## config.mk

```make
export PLATFORM = sky130hd
export DESIGN_NAME = lstm_seq_ctrl
export DESIGN_NICKNAME = d
export VERILOG_FILES = /design/src/rtl/lstm_pkg.sv /design/src/rtl/lstm_seq_ctrl.sv
export SDC_FILE = /design/constraint.sdc
export NUM_CORES = 1
export LEC_CHECK = 0
export BUFFER_PORTS_ARGS = -buffer_cell sky130_fd_sc_hd__buf_2
export CAP_MARGIN = 40
export CORE_ASPECT_RATIO = 0.7
export CORE_MARGIN = 2
export CORE_UTILIZATION = 52
export CTS_BUF_LIST = sky130_fd_sc_hd__clkbuf_4 sky130_fd_sc_hd__clkbuf_8 sky130_fd_sc_hd__clkbuf_16
export DETAILED_ROUTE_END_ITERATION = 10
export GPL_ROUTABILITY_DRIVEN = 0
export GPL_TIMING_DRIVEN = 0
export PLACE_DENSITY = 0.87
export SETUP_SLACK_MARGIN = 0.02
export SLEW_MARGIN = 20
export SYNTH_ARGS = -nofsm -noshare
export SYNTH_HDL_FRONTEND = slang
export SYNTH_SLANG_ARGS = --single-unit
```

## constraint.sdc

```tcl
create_clock -name clk -period 4.4 [get_ports clk]
set_input_delay 0.22 -clock clk [delete_from_list [all_inputs] [get_ports clk]]
set_output_delay 0.22 -clock clk [all_outputs]
set_load 0.01 [all_outputs]
```

## src/rtl/lstm_pkg.sv

```systemverilog
// Shared definitions for the LSTM sequence controller: default word formats,
// FSM state encoding and the Q8.8 data word type.
package lstm_pkg;

    localparam int DATA_WIDTH_DEF  = 16;
    localparam int FRACT_WIDTH_DEF = 8;

    typedef enum logic [1:0] {
        ST_IDLE = 2'd0,
        ST_EVAL = 2'd1,
        ST_HOLD = 2'd2
    } state_e;

    typedef logic signed [DATA_WIDTH_DEF-1:0] q8_8_t;

endpackage

```

## src/rtl/lstm_seq_ctrl.sv

```systemverilog
// Step sequencer for an external LSTM cell: accepts one sample, waits CELL_LAT
// cycles for the cell, holds the result until consumed, carries c/h between steps.
module lstm_seq_ctrl
    import lstm_pkg::*;
#(
    parameter int DATA_WIDTH  = DATA_WIDTH_DEF,
    parameter int FRACT_WIDTH = FRACT_WIDTH_DEF,
    parameter int STEP_W      = 8,
    parameter int CELL_LAT    = 1
) (
    input  logic                  clk,
    input  logic                  rst,
    input  logic                  clr,
    input  logic                  in_valid,
    output logic                  in_ready,
    input  logic [DATA_WIDTH-1:0] in_x,
    input  logic                  in_last,
    output logic [DATA_WIDTH-1:0] cell_x,
    output logic [DATA_WIDTH-1:0] cell_c_in,
    output logic [DATA_WIDTH-1:0] cell_h_in,
    input  logic [DATA_WIDTH-1:0] cell_c_out,
    input  logic [DATA_WIDTH-1:0] cell_h_out,
    output logic                  out_valid,
    input  logic                  out_ready,
    output logic [DATA_WIDTH-1:0] out_h,
    output logic [DATA_WIDTH-1:0] out_c,
    output logic                  out_last,
    output logic [STEP_W-1:0]     out_step,
    output logic                  step_ovf
);

    localparam int              WAIT_W   = 4;
    localparam logic [STEP_W-1:0] STEP_MAX = '1;

    // FRACT_WIDTH only describes the format; reject nonsensical parameter sets.
    if (CELL_LAT < 1 || CELL_LAT > 15 || FRACT_WIDTH >= DATA_WIDTH) begin : g_bad_param
        $error("lstm_seq_ctrl: illegal CELL_LAT or FRACT_WIDTH");
    end

    state_e                state_q,    state_d;
    logic [DATA_WIDTH-1:0] x_q,        x_d;
    logic                  last_q,     last_d;
    logic [DATA_WIDTH-1:0] c_q,        c_d;
    logic [DATA_WIDTH-1:0] h_q,        h_d;
    logic [WAIT_W-1:0]     wait_q,     wait_d;
    logic [DATA_WIDTH-1:0] out_c_q,    out_c_d;
    logic [DATA_WIDTH-1:0] out_h_q,    out_h_d;
    logic                  out_last_q, out_last_d;
    logic [STEP_W-1:0]     step_q,     step_d;
    logic                  ovf_q,      ovf_d;

    always_ff @(posedge clk or posedge rst) begin
        if (rst) begin
            state_q    <= ST_IDLE;
            x_q        <= '0;
            last_q     <= 1'b0;
            c_q        <= '0;
            h_q        <= '0;
            wait_q     <= '0;
            out_c_q    <= '0;
            out_h_q    <= '0;
            out_last_q <= 1'b0;
            step_q     <= '0;
            ovf_q      <= 1'b0;
        end else begin
            state_q    <= state_d;
            x_q        <= x_d;
            last_q     <= last_d;
            c_q        <= c_d;
            h_q        <= h_d;
            wait_q     <= wait_d;
            out_c_q    <= out_c_d;
            out_h_q    <= out_h_d;
            out_last_q <= out_last_d;
            step_q     <= step_d;
            ovf_q      <= ovf_d;
        end
    end

    always_comb begin
        state_d    = state_q;
        x_d        = x_q;
        last_d     = last_q;
        c_d        = c_q;
        h_d        = h_q;
        wait_d     = wait_q;
        out_c_d    = out_c_q;
        out_h_d    = out_h_q;
        out_last_d = out_last_q;
        step_d     = step_q;
        ovf_d      = ovf_q;
        in_ready   = 1'b0;
        out_valid  = 1'b0;

        case (state_q)
            ST_IDLE: begin
                in_ready = !clr;
                if (clr) begin
                    c_d    = '0;
                    h_d    = '0;
                    step_d = '0;
                    ovf_d  = 1'b0;
                end else if (in_valid) begin
                    x_d     = in_x;
                    last_d  = in_last;
                    wait_d  = WAIT_W'(CELL_LAT - 1);
                    state_d = ST_EVAL;
                end
            end
            ST_EVAL: begin
                if (wait_q == '0) begin
                    out_c_d    = cell_c_out;
                    c_d        = cell_c_out;
                    out_h_d    = cell_h_out;
                    h_d        = cell_h_out;
                    out_last_d = last_q;
                    state_d    = ST_HOLD;
                end else begin
                    wait_d = wait_q - 1'b1;
                end
            end
            ST_HOLD: begin
                out_valid = 1'b1;
                if (out_ready) begin
                    state_d = ST_IDLE;
                    // Final step of a sequence starts the next one from a clean state.
                    if (out_last_q) begin
                        c_d    = '0;
                        h_d    = '0;
                        step_d = '0;
                    end else if (step_q == STEP_MAX) begin
                        ovf_d = 1'b1;
                    end else begin
                        step_d = step_q + 1'b1;
                    end
                end
            end
            default: state_d = ST_IDLE;
        endcase
    end

    assign cell_x    = x_q;
    assign cell_c_in = c_q;
    assign cell_h_in = h_q;
    assign out_c     = out_c_q;
    assign out_h     = out_h_q;
    assign out_last  = out_last_q;
    assign out_step  = step_q;
    assign step_ovf  = ovf_q;

endmodule
```

==> results of run 1 <==
==> logic make-up (layout without fill, tap and decap cells) <==
logic type	count (synthesis)	count (layout)	share of synthesized area [%]
multiplexers	50	50	14.5
flip-flops	97	97	62.7
AND/OR/NAND/NOR	48	48	6.88
buffers and inverters	22	185	3.46
AO/OA/AOI/OAI	53	53	11.0
XOR/XNOR	2	2	0.453
adder cells (fa/ha/maj)	3	3	0.970
==> layer usage <==
layer	global-route usage [%]	vias up
met1	31.5	1405
li1	-	1320
met3	6.67	8
met2	35.3	112
met4	4.81	0
met5	0	-
==> area by class of cell <==
cell class | count | share of cell area (%)
multi-input combinational | 156 | 26.6
tap | 98 | 2.49
inverter | 8 | 0.710
timing repair buffer | 147 | 15.5
buffer | 14 | 2.11
clock buffer | 9 | 2.51
clock inverter | 7 | 0.939
sequential | 97 | 49.2
==> final timing paths <==
kind / start / to / slack (ps) / cells after the start
max: wait_q[0] / out_c[10] / 2400 / 6
min: in_x[7] / cell_x[7] / 90 / 2
max reg2reg: wait_q[0] / out_c[10] / 2400 / 6
min reg2reg: cell_c_in[9] / cell_c_in[9] / 500 / 1
max in group asynchronous: rst / out_h[8] / 3380 / 4
min in group asynchronous: rst / cell_x[10] / 430 / 3
==> synthesized netlist by cell type (2+ instances only) <==
cell     instances
nor3_1           7
ha_1             3
mux2_1           5
a21o_1           3
a22o_1          32
dfrtp_1         97
o22ai_1          3
xor2_1           2
a31oi_1          2
mux2_2          44
o21ai_0          5
nand2_1         12
nor2_1           6
buf_6            3
buf_4            6
nand3_1          8
and3_1           3
inv_1            8
buf_2            5
nor2b_1          2
o22a_1           2
==> sequential cells by signal (all words and copies together), names as in the netlist <==
register,count
cell_x,16
last_q,1
cell_c_in,16
out_c,16
out_step,8
state_q,2
wait_q,4
out_last,1
out_h,16
step_ovf,1
cell_h_in,16
==> through the flow <==
| stage | hold WS, ps | area, µm² | utilization [%] | instances | power [mW] |
|---|---|---|---|---|---|
| 3_3_place_gp | 451 | 4720 | 65.1 | 518 | 3.03 |
| 4_1_cts | 74.2 | 4930 | 68.0 | 536 | 3.61 |
| 2_1_floorplan | 355 | 3870 | - | 275 | 2.47 |
| 6_report | 86.2 | 4930 | 68.0 | 536 | 3.59 |
| 3_5_place_dp | 275 | 4750 | 65.5 | 519 | 3.10 |
| 5_1_grt | 69.4 | 4930 | 68.0 | 536 | 3.84 |
==> power by group through the flow <==
stage,Sequential [mW],Clock (mW),Combinational (mW)
detailed placement,1.52,0,1.58
CTS,1.51,0.527,1.58
floorplan,1.69,0,0.778
finish,1.51,0.515,1.56
global placement,1.51,0,1.52
global route,1.57,0.574,1.70
==> results_dict.tcl, run 1 <==
set metrics [dict create \
    nNetsFinal 490 \
    diodes 0 \
    grt_overflow 0 \
    syn-instance-count 275 \
    grt_max_degree 54 \
    sequentialPowerShare_pct 42.1 \
    worst_pin_slew_ps 513 \
    ir_worst_vdd_mv 0.335 \
    min_path_type "in -> reg" \
    p_leak_nw 2.57 \
    startpoint_type "register" \
    synth_edf_count 0 \
    drt-met1-wl_um 4100 \
    syn_area_per_cell_um2 14.1 \
    vias 2845 \
    dieArea_um2 8160 \
    boundaryPins 146 \
    portBuffers 145 \
    drv_slew 0 \
    p_clk_share_pct 14.4 \
    cts_setup_buffers 0 \
    post-place-ws_ps 2400 \
    ys_seq_elements 97 \
    cts_buffer_depth 2 \
    power.density_nw_per_um2 727 \
    cts_made_buffers 9 \
    num_rows 26 \
    dp_hpwl_um 6340 \
    wl_met3_um 523 \
    multi_input_area_um2 1310 \
    crit_arrival_ps 2240 \
    initialDrtViolationCount 146 \
    topRoutingLayerUsed "met4" \
    ant_nets 0 \
    grt_setup_unrepaired "false" \
    slowest_delay_ps 410 \
    final_cell_mix "buf_2, dfrtp_1, mux2_2" \
    hold_viol_final 0 \
    clk-insertion-delay-late_ps 360 \
    first_pass_iters 4 \
    synth.largest_area_cell "dfrtp_1" \
    fin_setup_tns_ps 0 \
    cap_violations 0 \
    switching_power_mw 1.32 \
    fmax_mhz 501 \
    core_um2 7250 \
    outcome "complete, no violations" \
    htree_num_levels 3 \
    comb_power_share_pct 43.5 \
    route.met2.wl_um 4070 \
    antenna_found_initial 0 \
    fin_crit_ps 2000 \
    post_drt_via_cell_ratio 5.31 \
    n_fill_cell 532 \
    root_buffer "clkbuf_8" \
    grt_pass1_wl_um 14300 \
    syn_nets 332 \
    cts-resized-gates 0 \
    mostFrequentLayoutCell "buf_2" \
    grt_pass1_vias 2897 \
    cts_sinks 97 \
    clk_pin_slew_ps 90 \
    wl_um 8770 \
    cpLargestDelayFamily "simple AND/OR/NAND/NOR gates" \
    required_ps 4650 \
    crit_buf_inv 2 \
    die_w_um 107 \
    routedWlPerCell_um 16.4 \
    yosysWarnings 0 \
    initial_core_util_pct 53.4 \
    die_y_um 76.2 \
    ys_async_sr_fraction_pct 100 \
    swShare_pct 36.9 \
    finalSetupViolCount 0 \
    cts_hold_buf 1 \
    crit_path_cell_trace "inv_1 -> ha_1 -> or3b_4 -> nor3_4 -> buf_4 -> mux2_2" \
    synth_top_area_share_pct 62.7 \
    cpMaxStageDelayCell "or3b_4" \
    globalRouteTotalUtil_pct 22.5 \
    syn2layout_area_growth_pct 27.4 \
    cp-end-kind "register" \
    intPower_mw 2.26 \
    finalCritPeriodShare_pct 45.4 \
    critical_path_class "reg -> reg" \
    crit_path_max_fanout 10 \
    drive_above_1_share_pct 51.4 \
    final.setup.worst_slack_ps 2400 \
    cts_tree "done" \
    ys_types 38 \
    synth_flop_cell "dfrtp_1" \
    drc_errors 0 \
    maxSlewHeadroom_pct 65.6 \
    seq_area_um2 2430 \
    yosysSeqAreaShare_pct 62.7 \
    skew_ps 7.69 \
    synth.area.top_cells "dfrtp_1, mux2_2, a22o_1" \
    synth_area_um2 3870 \
]
Note: power is estimated with default switching activity, not from simulation.
==> inputs of run 2 (changes only) <==
- ABC_AREA: not set -> 1
- CORE_UTILIZATION: 52 -> 49
- PLACE_DENSITY: 0.87 -> 0.82
- clock period: 4.4 -> 1.9 ns (I/O delays scaled with it)
==> results_dict.tcl, run 2 <==
set metrics [dict create \
    cts_made_buffers 9 \
    startpoint "state_q[0]" \
    root_buffer "clkbuf_16" \
    cts_buffer_depth 2 \
    cp-end-kind "output pin" \
    clk_pin_slew_ps 60 \
    worst_pin_slew_ps 519 \
    crit_end "in_ready" \
    synth_edf_count 0 \
    min_path_type "in -> reg" \
    hold_viol_final 0 \
    initialDrtViolationCount 186 \
    ir_worst_vdd_mv 0.920 \
    drc_errors 0 \
    outcome "complete, no violations" \
    fin_cells 743 \
    portBuffers 144 \
    ant_nets 0 \
    synthTopCellsByCount "nand2_1, dfrtp_1, nand3_1, o21ai_0, nor2_1" \
    core_um2 7910 \
    globalRouteTotalUtil_pct 24.0 \
    mostFrequentLayoutCell "nand2_1" \
    dieArea_um2 8910 \
    diodes 0 \
    grt_pass1_vias 3570 \
    synth.area.top_cells "dfrtp_1, nand2_1, nand3_1" \
    ys_seq_elements 97 \
    finalSetupViolCount 0 \
    fin_hold_ws_ps 6.69 \
    htree_num_levels 3 \
    ys_async_sr_fraction_pct 100 \
    drv_slew 0 \
    syn_area_per_cell_um2 9.11 \
    dp_hpwl_um 7140 \
    first_pass_iters 4 \
    syn-instance-count 439 \
    crit_arrival_ps 1610 \
    yosysWarnings 0 \
    power.density_nw_per_um2 1570 \
    required_ps 1800 \
    finalCritPeriodShare_pct 90.0 \
    cts_sinks 97 \
    fin_total_pwr_mw 8.79 \
    rrSetupSlack_ps 320 \
    maxSlewHeadroom_pct 65.3 \
    grt_pass1_wl_um 17000 \
    synth.largest_area_cell "dfrtp_1" \
    fmax_mhz 585 \
    routedWlPerCell_um 14.0 \
    post_drt_via_cell_ratio 5.00 \
    grt_overflow 0 \
    syn2layout_area_growth_pct 40.3 \
    fin_setup_tns_ps 0 \
    grt_setup_unrepaired "false" \
    yosysSeqAreaShare_pct 60.7 \
    startpoint_type "register" \
    synth_top_area_share_pct 60.7 \
    cap_violations 0 \
    critical_path_class "reg -> out" \
    synth_flop_cell "dfrtp_1" \
    reg2regPathDepth 8 \
    die_w_um 112 \
    final_cell_mix "nand2_1, buf_2, dfrtp_1" \
    num_rows 27 \
    clk-insertion-delay-late_ps 330 \
    fin_crit_ps 1710 \
    cts_setup_buffers 0 \
    cts_tree "done" \
    wl_um 10400 \
    p_leak_nw 3.26 \
    cts-resized-gates 0 \
    die_y_um 79.6 \
    synth.most_common_cell "nand2_1" \
    skew_ps 6.32 \
    synth_area_um2 4000 \
    crit_path_max_fanout 10 \
    vias 3717 \
    nNetsFinal 694 \
    grt_max_degree 36 \
    placedCellCount 687 \
    antenna_found_initial 0 \
    boundaryPins 146 \
    syn_nets 496 \
    cts_hold_buf 40 \
    r2r_end "cell_c_in[3]" \
    initial_core_util_pct 50.6 \
    drive_above_1_share_pct 31.5 \
    n_fill_cell 612 \
    ys_types 27 \
    worstReg2RegStart "wait_q[0]" \
]
==> run 2: worst max-delay path, cell delays in order (launching register included) <==
cell     delay, ps
dfrtp_1        460
nor2_2         180
nand2_4        100
inv_4          130
buf_2          240
buf_2          170
==> run 2: worst min path at each step <==
stage / from / endpoint / slack (ps) / cells after the start
floorplan: clr / step_ovf / 180 / 1
global placement: clr / step_ovf / 290 / 2
detailed placement: rst / cell_x[6] / 160 / 2
CTS: in_x[0] / cell_x[0] / 0.9 / 3
global route: cell_c_out[0] / out_c[0] / 10 / 3
finish: cell_h_out[1] / cell_h_in[1] / 7 / 3
==> run 2: per-layer routing <==
| layer | track usage, % | vias up | wire length (µm) |
|---|---|---|---|
| met1 | 32.3 | 1788 | 4470 |
| met5 | 0 | - | 0 |
| li1 | - | 1776 | - |
| met4 | 7.32 | 0 | 169 |
| met3 | 6.53 | 16 | 734 |
| met2 | 38.8 | 137 | 5040 |
==> run 2: kinds of logic after synthesis <==
logic type,Yosys count,synth area share (%)
AO/OA/AOI/OAI,44,6.10
AND/OR/NAND/NOR,260,27.4
XOR/XNOR,2,0.438
flip-flops,97,60.7
adder cells (fa/ha/maj),3,0.939
buffers and inverters,33,4.44
==> run 2: layout make-up <==
| type | instances | area [µm²] | share of cell area [%] |
|---|---|---|---|
| plain buffers | 17 | 115 | 2.05 |
| well taps | 101 | 126 | 2.25 |
| flip-flops and latches | 97 | 2430 | 43.3 |
| clock buffers | 12 | 260 | 4.64 |
| clock inverters | 4 | 26.3 | 0.468 |
| multi-input cells | 309 | 1390 | 24.8 |
| inverters | 16 | 66.3 | 1.18 |
| repair buffers | 187 | 1200 | 21.3 |
==> run 2: power breakdown <==
part | leakage (nW) | internal (mW) | switching [mW]
Clock | 0.142 | 0.974 | 0.752
Combinational | 1.86 | 1.37 | 2.24
Sequential | 1.26 | 2.96 | 0.500
==> run 2: metrics by stage <==
step	worst slack, ps	utilization (%)	area (µm²)
6_report	190	71.0	5610
5_1_grt	137	71.0	5610
4_1_cts	223	71.0	5610
3_5_place_dp	349	62.3	4920
3_3_place_gp	55.2	61.3	4850
2_1_floorplan	455	-	4000
